## src/rtl/fpu_pkg.sv

```systemverilog
// Shared FPU-side definitions.
// Holds the sequencer state encoding and the default WAIT timeout. The FPU
// datapath and other FPU-side blocks import this package as well.
package fpu_pkg;

  typedef enum logic [1:0] {
    StIdle    = 2'd0,
    StIssue   = 2'd1,
    StWait    = 2'd2,
    StRespond = 2'd3
  } fpu_state_e;

  localparam int unsigned DefaultTimeoutCycles = 64;

endpackage

```

## src/rtl/fpu_req_fifo.sv

```systemverilog
// In-order request FIFO for the FPU sequencer.
// Ports:
//   clock, reset      clock, asynchronous active-low reset
//   push, wdata       write an entry (ignored when full)
//   pop, rdata        read-ahead head entry; pop advances it (ignored when empty)
//   full, empty       occupancy flags derived from the registered count
//   count             number of stored entries
module fpu_req_fifo #(
  parameter int unsigned width = 8,
  parameter int unsigned depth = 4
) (
  input  logic                         clock,
  input  logic                         reset,
  input  logic                         push,
  input  logic [width-1:0]             wdata,
  input  logic                         pop,
  output logic [width-1:0]             rdata,
  output logic                         full,
  output logic                         empty,
  output logic [$clog2(depth+1)-1:0]   count
);

  localparam int unsigned PtrW   = $clog2(depth);
  localparam int unsigned CountW = $clog2(depth + 1);

  logic [width-1:0]  mem_q [depth];
  logic [PtrW-1:0]   wptr_q, rptr_q;
  logic [CountW-1:0] count_q;
  logic              do_push, do_pop;

  assign full    = (count_q == CountW'(depth));
  assign empty   = (count_q == '0);
  assign count   = count_q;
  assign rdata   = mem_q[rptr_q];
  assign do_push = push && !full;
  assign do_pop  = pop && !empty;

  // depth is a power of two, so the pointers wrap naturally.
  always_ff @(posedge clock or negedge reset) begin
    if (!reset) begin
      wptr_q  <= '0;
      rptr_q  <= '0;
      count_q <= '0;
      for (int i = 0; i < int'(depth); i++) begin
        mem_q[i] <= '0;
      end
    end else begin
      if (do_push) begin
        mem_q[wptr_q] <= wdata;
        wptr_q        <= wptr_q + PtrW'(1);
      end
      if (do_pop) begin
        rptr_q <= rptr_q + PtrW'(1);
      end
      case ({do_push, do_pop})
        2'b10:   count_q <= count_q + CountW'(1);
        2'b01:   count_q <= count_q - CountW'(1);
        default: count_q <= count_q;
      endcase
    end
  end

endmodule

```

## src/rtl/fpu_sequencer.sv

```systemverilog
// Issue-side front end for the FPU.
// Queues requests, issues them one at a time to the FPU with a start pulse,
// waits for done (or a timeout) and returns the result in request order.
// Ports:
//   clock, reset                      clock, asynchronous active-low reset
//   req_*                             request valid/ready port with operands and command
//   rsp_*                             response valid/ready port; rsp_error flags a timeout
//   fpu_first/second/z/command        operands held stable from ISSUE through RESPOND
//   fpu_start                         one-cycle pulse in ISSUE
//   fpu_result, fpu_done              FPU result and level completion, sampled in WAIT only
//   busy                              operation in progress or requests queued
module fpu_sequencer
  import fpu_pkg::*;
#(
  parameter int unsigned bitness        = 32,
  parameter int unsigned command_size   = 2,
  parameter int unsigned depth          = 4,
  parameter int unsigned timeout_cycles = DefaultTimeoutCycles
) (
  input  logic                    clock,
  input  logic                    reset,
  input  logic                    req_valid,
  output logic                    req_ready,
  input  logic [bitness-1:0]      req_first,
  input  logic [bitness-1:0]      req_second,
  input  logic [bitness-1:0]      req_z,
  input  logic [command_size-1:0] req_command,
  output logic                    rsp_valid,
  input  logic                    rsp_ready,
  output logic [bitness-1:0]      rsp_result,
  output logic                    rsp_error,
  output logic [bitness-1:0]      fpu_first,
  output logic [bitness-1:0]      fpu_second,
  output logic [bitness-1:0]      fpu_z,
  output logic [command_size-1:0] fpu_command,
  output logic                    fpu_start,
  input  logic [bitness-1:0]      fpu_result,
  input  logic                    fpu_done,
  output logic                    busy
);

  localparam int unsigned CntW   = $clog2(timeout_cycles);
  localparam int unsigned CountW = $clog2(depth + 1);
  localparam int unsigned EntryW = 3 * bitness + command_size;

  fpu_state_e              state_q, state_d;
  logic [CntW-1:0]         cnt_q, cnt_d, cnt_inc;
  logic [bitness-1:0]      first_q, first_d, second_q, second_d, z_q, z_d;
  logic [command_size-1:0] command_q, command_d;
  logic [bitness-1:0]      result_q, result_d;
  logic                    error_q, error_d;

  logic                    fifo_push, fifo_pop, fifo_full, fifo_empty;
  logic [CountW-1:0]       fifo_count;
  logic [EntryW-1:0]       fifo_wdata, fifo_rdata;
  logic [bitness-1:0]      head_first, head_second, head_z;
  logic [command_size-1:0] head_command;

  assign fifo_wdata = {req_first, req_second, req_z, req_command};
  assign {head_first, head_second, head_z, head_command} = fifo_rdata;
  assign req_ready  = !fifo_full;
  assign fifo_push  = req_valid && !fifo_full;

  fpu_req_fifo #(
    .width (EntryW),
    .depth (depth)
  ) u_req_fifo (
    .clock (clock),
    .reset (reset),
    .push  (fifo_push),
    .wdata (fifo_wdata),
    .pop   (fifo_pop),
    .rdata (fifo_rdata),
    .full  (fifo_full),
    .empty (fifo_empty),
    .count (fifo_count)
  );

  assign cnt_inc = cnt_q + CntW'(1);

  always_comb begin
    state_d   = state_q;
    cnt_d     = cnt_q;
    first_d   = first_q;
    second_d  = second_q;
    z_d       = z_q;
    command_d = command_q;
    result_d  = result_q;
    error_d   = error_q;
    fifo_pop  = 1'b0;
    fpu_start = 1'b0;
    rsp_valid = 1'b0;

    unique case (state_q)
      StIdle: begin
        if (!fifo_empty) begin
          fifo_pop  = 1'b1;
          first_d   = head_first;
          second_d  = head_second;
          z_d       = head_z;
          command_d = head_command;
          state_d   = StIssue;
        end
      end
      StIssue: begin
        fpu_start = 1'b1;
        cnt_d     = '0;
        state_d   = StWait;
      end
      StWait: begin
        // done takes priority over a timeout in the same cycle
        if (fpu_done) begin
          result_d = fpu_result;
          error_d  = 1'b0;
          state_d  = StRespond;
        end else begin
          cnt_d = cnt_inc;
          if (cnt_inc == CntW'(timeout_cycles - 1)) begin
            result_d = '0;
            error_d  = 1'b1;
            state_d  = StRespond;
          end
        end
      end
      StRespond: begin
        rsp_valid = 1'b1;
        if (rsp_ready) begin
          state_d = StIdle;
        end
      end
      default: state_d = StIdle;
    endcase
  end

  always_ff @(posedge clock or negedge reset) begin
    if (!reset) begin
      state_q   <= StIdle;
      cnt_q     <= '0;
      first_q   <= '0;
      second_q  <= '0;
      z_q       <= '0;
      command_q <= '0;
      result_q  <= '0;
      error_q   <= 1'b0;
    end else begin
      state_q   <= state_d;
      cnt_q     <= cnt_d;
      first_q   <= first_d;
      second_q  <= second_d;
      z_q       <= z_d;
      command_q <= command_d;
      result_q  <= result_d;
      error_q   <= error_d;
    end
  end

  assign fpu_first   = first_q;
  assign fpu_second  = second_q;
  assign fpu_z       = z_q;
  assign fpu_command = command_q;
  assign rsp_result  = result_q;
  assign rsp_error   = error_q;
  assign busy        = (state_q != StIdle) || (fifo_count != '0);

endmodule

```

## config.mk

```make
export PLATFORM = sky130hd
export DESIGN_NAME = fpu_sequencer
export DESIGN_NICKNAME = d
export VERILOG_FILES = /design/src/rtl/fpu_pkg.sv /design/src/rtl/fpu_req_fifo.sv /design/src/rtl/fpu_sequencer.sv
export SDC_FILE = /design/constraint.sdc
export NUM_CORES = 1
export LEC_CHECK = 0
export CORE_MARGIN = 2
export CORE_UTILIZATION = 45
export DETAILED_ROUTE_END_ITERATION = 10
export PLACE_DENSITY = 0.69
export RECOVER_POWER = 100
export SYNTH_ARGS = -nofsm -noshare
export SYNTH_HDL_FRONTEND = slang
export SYNTH_SLANG_ARGS = --single-unit
```

## constraint.sdc

```tcl
create_clock -name clock -period 2.2 [get_ports clock]
set_input_delay 0.33 -clock clock [delete_from_list [all_inputs] [get_ports clock]]
set_output_delay 0.33 -clock clock [all_outputs]
set_load 0.05 [all_outputs]
```

# --- Word level (Yosys, flattened, before mapping) ---
# Index checks and enable logic that the tools add are counted.
totals:
  inputBits: 135
  regBits: 538
  wordCells: 77
  output_inout_bits: 135
classes:
  n_bitwise: 3
  n_lt_le_gt_ge: 3
  muxes: 22
  n_addsub: 5
  n_reduce_logical: 18
  n_eq_ne: 11
ops:
  columns: ["cell", "n"]
  rows:
  - ["392-bit bitwise mux", 1]
  - ["98-bit two-way mux", 3]
  - ["98-bit binary-select mux with 2-bit select", 1]
  - ["98-bit demux with 2-bit select", 1]
  - ["32-bit two-way mux", 2]
  - ["6-bit one-hot mux with 2 select lines", 1]
  - ["2-bit two-way mux", 4]
  - ["2-bit one-hot mux with 4 select lines", 1]
  - ["2-bit nonzero test", 4]
  - ["6-bit by 1-bit adder with 6-bit output, second input constant", 1]
  - ["2-bit == test, second input constant", 3]
  - ["6-bit == test, second input constant", 1]
  - ["3-bit greater-or-equal comparator, second input constant", 2]
  - ["1-bit two-way mux", 6]
  - ["6-bit two-way mux", 1]
  - ["2-bit != test, second input constant", 3]
  - ["2-bit NOT with 3-bit output", 2]
  - ["3-bit one-hot mux with 2 select lines", 1]
  - ["2-bit AND reduction", 3]
  - ["2-bit by 1-bit adder with 2-bit output, second input constant", 2]
  - ["2-bit by 1-bit == test with 1-bit output, second input constant", 2]
  - ["1-bit logical AND", 4]
  - ["3-bit by 1-bit adder with 3-bit output, second input constant", 1]
  - ["3-bit == test, second input constant", 1]
  - ["other kinds (10)", 11]

# --- Longest topological paths before layout ---
depth:
  word_depth: 6
  depth_mapped: 12
  mapped_depth_nobuf: 10

# --- Modules after synthesis ---
# Synthesis repeated with hierarchy kept, for this count alone.
unflattened:
  cells_unflattened: 1439
  hier_area_um2: 23139.7
by_module_without_submodules:
  columns: ["module", "seq_area_each_um2", "area_per_inst_um2", "cells_each", "n_inst"]
  rows:
  - ["fpu_req_fifo", 9984.6, 17209.0, 984, 1]
  - ["fpu_sequencer", 3478.3, 5930.7, 455, 1]

# --- Worst setup path after synthesis ---
# No wires, ideal clock.
synth_path:
  kind: "reg-to-reg"
  from: "register state_q[0]"
  to: "register u_req_fifo.count_q[2], in the netlist u_req_fifo.count[2]"
  required_ns: 2.121
  path_buffers: 2
  arrival_ns: 2.267
  setup_time_ns: 0.079
  stages_incl_launch_ff: 13
  synth_period_minus_slack_ns: 2.347
  path_slack_ns: -0.147
  cell_sequence: "dfrtp_1 > inv_1 > ha_1 > o31ai_1 > buf_2 > inv_2 > clkbuf_1 > ha_1 > inv_1 > fa_1 > xor2_1 > nor2_1 > xor2_1"
synth_between:
  elab_chain_len: 5
  elab_cells_between_ends: 7
  cone_classes: "eq/ne: 2; mux: 2; reduce/logical: 3"
synth_lines:
  columns: ["element", "line_no", "text"]
  rows:
  - ["from (decl)", "fpu_sequencer.sv:46", "fpu_state_e state_q, state_d;"]
  - ["from (signal assigned)", "fpu_sequencer.sv:137", "state_q <= StIdle;"]
  - ["from (signal assigned)", "fpu_sequencer.sv:146", "state_q <= state_d;"]
  - ["2-bit logical NOT (*)", "fpu_sequencer.sv:94", "unique case (state_q)"]
  - ["1-bit two-way mux (*)", "fpu_sequencer.sv:94", null]
  - ["net fifo_pop", "fpu_sequencer.sv:53", "logic fifo_push, fifo_pop, fifo_full, fifo_empty;"]
  - ["1-bit logical AND (*)", "fpu_req_fifo.sv:36", "assign do_pop = pop && !empty;"]
  - ["2-bit by 1-bit == test with 1-bit output / 2-bit == test (equally long branches)", "fpu_req_fifo.sv:55", "case ({do_push, do_pop})"]
  - ["3-bit one-hot mux with 2 select lines / 2-bit nonzero test (equally long branches)", null, null]
  - ["to (signal assigned)", "fpu_req_fifo.sv:56", "2'b10: count_q <= count_q + CountW'(1);"]
  - ["to (signal assigned)", "fpu_req_fifo.sv:57", "2'b01: count_q <= count_q - CountW'(1);"]
  - ["to (signal assigned)", "fpu_req_fifo.sv:58", "default: count_q <= count_q;"]
  - ["to (decl)", "fpu_req_fifo.sv:28", "logic [CountW-1:0] count_q;"]
# Mark *: on every way through the listed nets, which the timed path passes. The rest lies on a longest branch.
# A chain may end at the register's enable or synchronous reset.

# --- Worst setup path in the final report ---
layout_path:
  from: "register state_q[1]"
  to: "output busy"
layout_between:
  elab_chain_len: 2
layout_lines:
  columns: ["element", "line_no", "text"]
  rows:
  - ["2-bit nonzero test", "fpu_sequencer.sv:163", "assign busy = (state_q != StIdle) || (fifo_count != '0);"]
  - ["1-bit logical OR", "fpu_sequencer.sv:163", null]
  - ["to (decl)", "fpu_sequencer.sv:39", "output logic busy"]
# Every way passes these cells.

==> metrics.md <==
| Metric | Value |
|---|---|
| CP max FO | `3` |
| DR vias/cell | `between 5 and 6` |
| Leak | `12.5 nW` |
| Top_reg_cell synth | `dfrtp_1` |
| Reg clk slew, reported paths | `about 60 ps` |
| Skew-Pair Late Insertion Delay | `roughly 620 ps` |
| Register area share after synthesis | `0.577` |
| Synth Area in Compound Gates | `0.0219` |
| IO Port Bufs | `roughly 270` |
| Crit path time final | `about 2200 ps` |
| Count leader, synth | `dfrtp_1` |
| Max_slew headroom | `0.0850` |
| Synth top cells by count | `dfrtp_1, nand2_1, mux2_2` |
| Synth Net Count | `about 1,800` |
| Remaining antenna violation count | `0` |
| Min-delay worst type | `in -> reg` |
| Rows | `83` |
| Simple-Gate Fraction of Synth Area | `0.0680` |
| Initial antenna violation count | `7` |
| FMAX | `451 MHz` |
| Area growth from synthesis to final layout | `22.3%` |
| Fin. max-slew vios | `0` |
| Post-synth EDFFs | `0` |
| Core area | `just over 0.05 mm^2` |
| Final worst slack | `-15.3 ps` |
| Die width | `roughly 230 um` |
| Worst Tran Pin Value | `1370 ps` |
| Final Hold Fails | `0` |
| GRT Total Usage | `0.206` |
| Initial DRT Pass Iterations | `5` |
| Post-Syn Area | `0.0233 mm^2` |
| Iteration-0 DRC Markers | `between 500 and 600` |
| # clock sinks | `approximately 540` |
| # IOs | `270` |
| Share of the synthesized area in the top cell type | `0.577` |
| Global-route wire length before repair | `roughly 87,000 um` |
| RSZ-0062 raised after global routing | `yes` |
| DRC | `0` |
| Final setup fails | `1` |
| Share of layout cells above drive strength 1 | `0.303` |
| Critical Path End Type | `output pin` |
| Synth Warn # | `0` |
| CTS tree | `done` |
| Worst Skew | `~25 ps` |
| CTS Buf Count | `between 50 and 60` |
| Type of origin of the critical path | `flop` |
| Die span in y | `232 um` |
| Post-synthesis xor/xnor area fraction | `0.00300` |
| Initial Util | `0.455` |
| Final net count | `approximately 2,100` |
| Post-Route Utilization | `0.556` |
| Final period utilization | `1.01` |
| Placed inst area | `around 0.027 mm^2` |
| Post-synthesis cell count | `1,639` |
| Seq cells post-synth | `538` |
| Synth Area in Adders | `0.00729` |
| Vias | `between 10,000 and 15,000` |
| Area leader, netlist | `dfrtp_1` |
| Peak supply drop | `a little under 900 uV` |
| Largest family of logic cells by synthesized area | `multiplexers` |
| Avg Cell Area, Syn | `roughly 14 um^2` |
| Failing checks | `negative setup slack` |
| Die area | `about 0.054 mm^2` |
| Outcome | `finished, violations left` |
| Top cells by area, synth | `dfrtp_1, mux2_2, mux4_2` |
| Ys async rst share | `1.00` |
| Gr ovfl total | `0` |
| Max-Cap Viols | `0` |
| Setup TNS | `-15.3 ps` |
| Total power | `48.1 mW` |
| Drt total wl | `~54,000 um` |
| Avg WL per Cell | `20.3 um` |
| Final instance area | `approximately 0.029 mm^2` |
| Largest net degree at the start of global routing | `101` |
| CTS max path bufs | `3` |
| Worst EP required | `~1900 ps` |
| Vias in the first global route | `between 15,000 and 20,000` |
| Routability cong. | `roughly 0.76` |
| Critical path class | `reg -> out` |
| Post-placement setup slack | `around 96 ps` |
| Mux contribution to synthesized area | `0.298` |
| Dpl hpwl | `~34,000 um` |
| Power per cell area | `roughly 1700 mW/mm^2` |
| Critical Path AT | `between 1500 and 2000 ps` |
| Root buffer cell | `clkbuf_16` |
| CTS H-tree lvls | `2` |
| Synth cell types | `41` |
[state kept, by name, summed over array words and instances, names as in the netlist, 3 cells and up]
signal            cells
fpu_first            32
cnt_q                 6
fpu_z                32
fpu_second           32
u_req_fifo.mem_q    392
rsp_result           32
u_req_fifo.count      3
[cells by family after synthesis]
group	after synthesis
DFF	538
and+or+nand+nor	385
adders and majority gates	13
xor gates and xnor gates	8
AOI/OAI and AO/OA	88
muxes	494
buffers and inverters	113
[routing by layer]
layer | GRT usage | wire length, um | up-vias
met5 | 0 | 71 | -
met4 | 0.0493 | 936 | 10
met3 | 0.0427 | 2400 | 85
met2 | 0.354 | 27300 | 253
met1 | 0.269 | 23100 | 7481
li1 | - | - | 6348
[power by group]
part           internal, mW  switching [mW]
clock                  5.43            3.91
sequential             14.9            2.69
combinational          10.1            11.1
total                  30.4            17.7
[cells in the final DEF (no fill, tap or decap), types with 3 or more instances in the layout]
cell type        Yosys  final
mux4_2              98     98
clkdlybuf4s50_1      0    243
ha_1                12     11
buf_2               42      3
dlygate4sd2_1        0      8
dfrtp_1            538    536
mux2_2             312    311
nand3_1              3      3
mux2_4              80     27
mux2_1               0     54
buf_6               12      6
inv_1               12     10
a21oi_1             33     33
bufinv_16            0      3
o31ai_1              4      4
o21ai_0             38     38
clkbuf_16            0     57
clkbuf_2             0     10
nor2b_1             32     32
nand2_8              0      3
xor2_1               4      4
clkbuf_1            36     35
nor2_1               4      4
buf_4                0     15
clkbuf_4             0     15
clkbuf_8             0     10
buf_8                0      5
buf_12               0      8
mux2i_1              4      4
clkinv_2             0     10
xnor2_1              4      4
nand2_1            334    334
[stage by stage]
| step | instances | hold slack [ps] |
|---|---|---|
| after detailed placement | 2550 | 272 |
| after global routing | 2656 | 305 |
| after floorplan | 1639 | 34.4 |
| after CTS | 2654 | 207 |
| final | 2657 | 315 |
| after global placement | 2550 | 265 |
[worst paths after layout]
| check | startpoint | endpoint | slack [ps] | cells after the start |
|---|---|---|---|---|
| max | state_q[1] | busy | -20 | 4 |
| min | fpu_result[9] | rsp_result[9] | 310 | 3 |
| max reg2reg | u_req_fifo.count[0] | u_req_fifo.mem_q[159] | 30 | 7 |
| min reg2reg | fpu_z[15] | fpu_z[15] | 470 | 2 |
| max in group asynchronous | reset | rsp_result[15] | 260 | 3 |
| min in group asynchronous | reset | fpu_z[16] | 570 | 2 |
[area by class of cell]
| cell class | count | area [um^2] |
|---|---|---|
| clock inverters | 18 | 196 |
| well taps | 680 | 851 |
| inverters | 14 | 55.1 |
| fillers | 4281 | 22800 |
| clock buffers | 80 | 1610 |
| diodes | 2 | 5.00 |
| multi-input cells | 988 | 9140 |
| repair buffers | 337 | 3200 |
| flip-flops and latches | 538 | 13500 |
[worst max-delay path, cell delays in order (launching register included)]
cell     delay [ps]
dfrtp_1         380
inv_2            90
ha_4            130
or4b_4          490
buf_8           180
[what timing repair did]
action,4_1_cts,5_1_grt
endpoints found under the setup margin,10,12
endpoints found under the hold margin,67,0
pin swaps,1,0
gates resized for setup,18,11
hold buffers,1,0
buffers inserted,5,1
(Power assumes the default switching activity.)
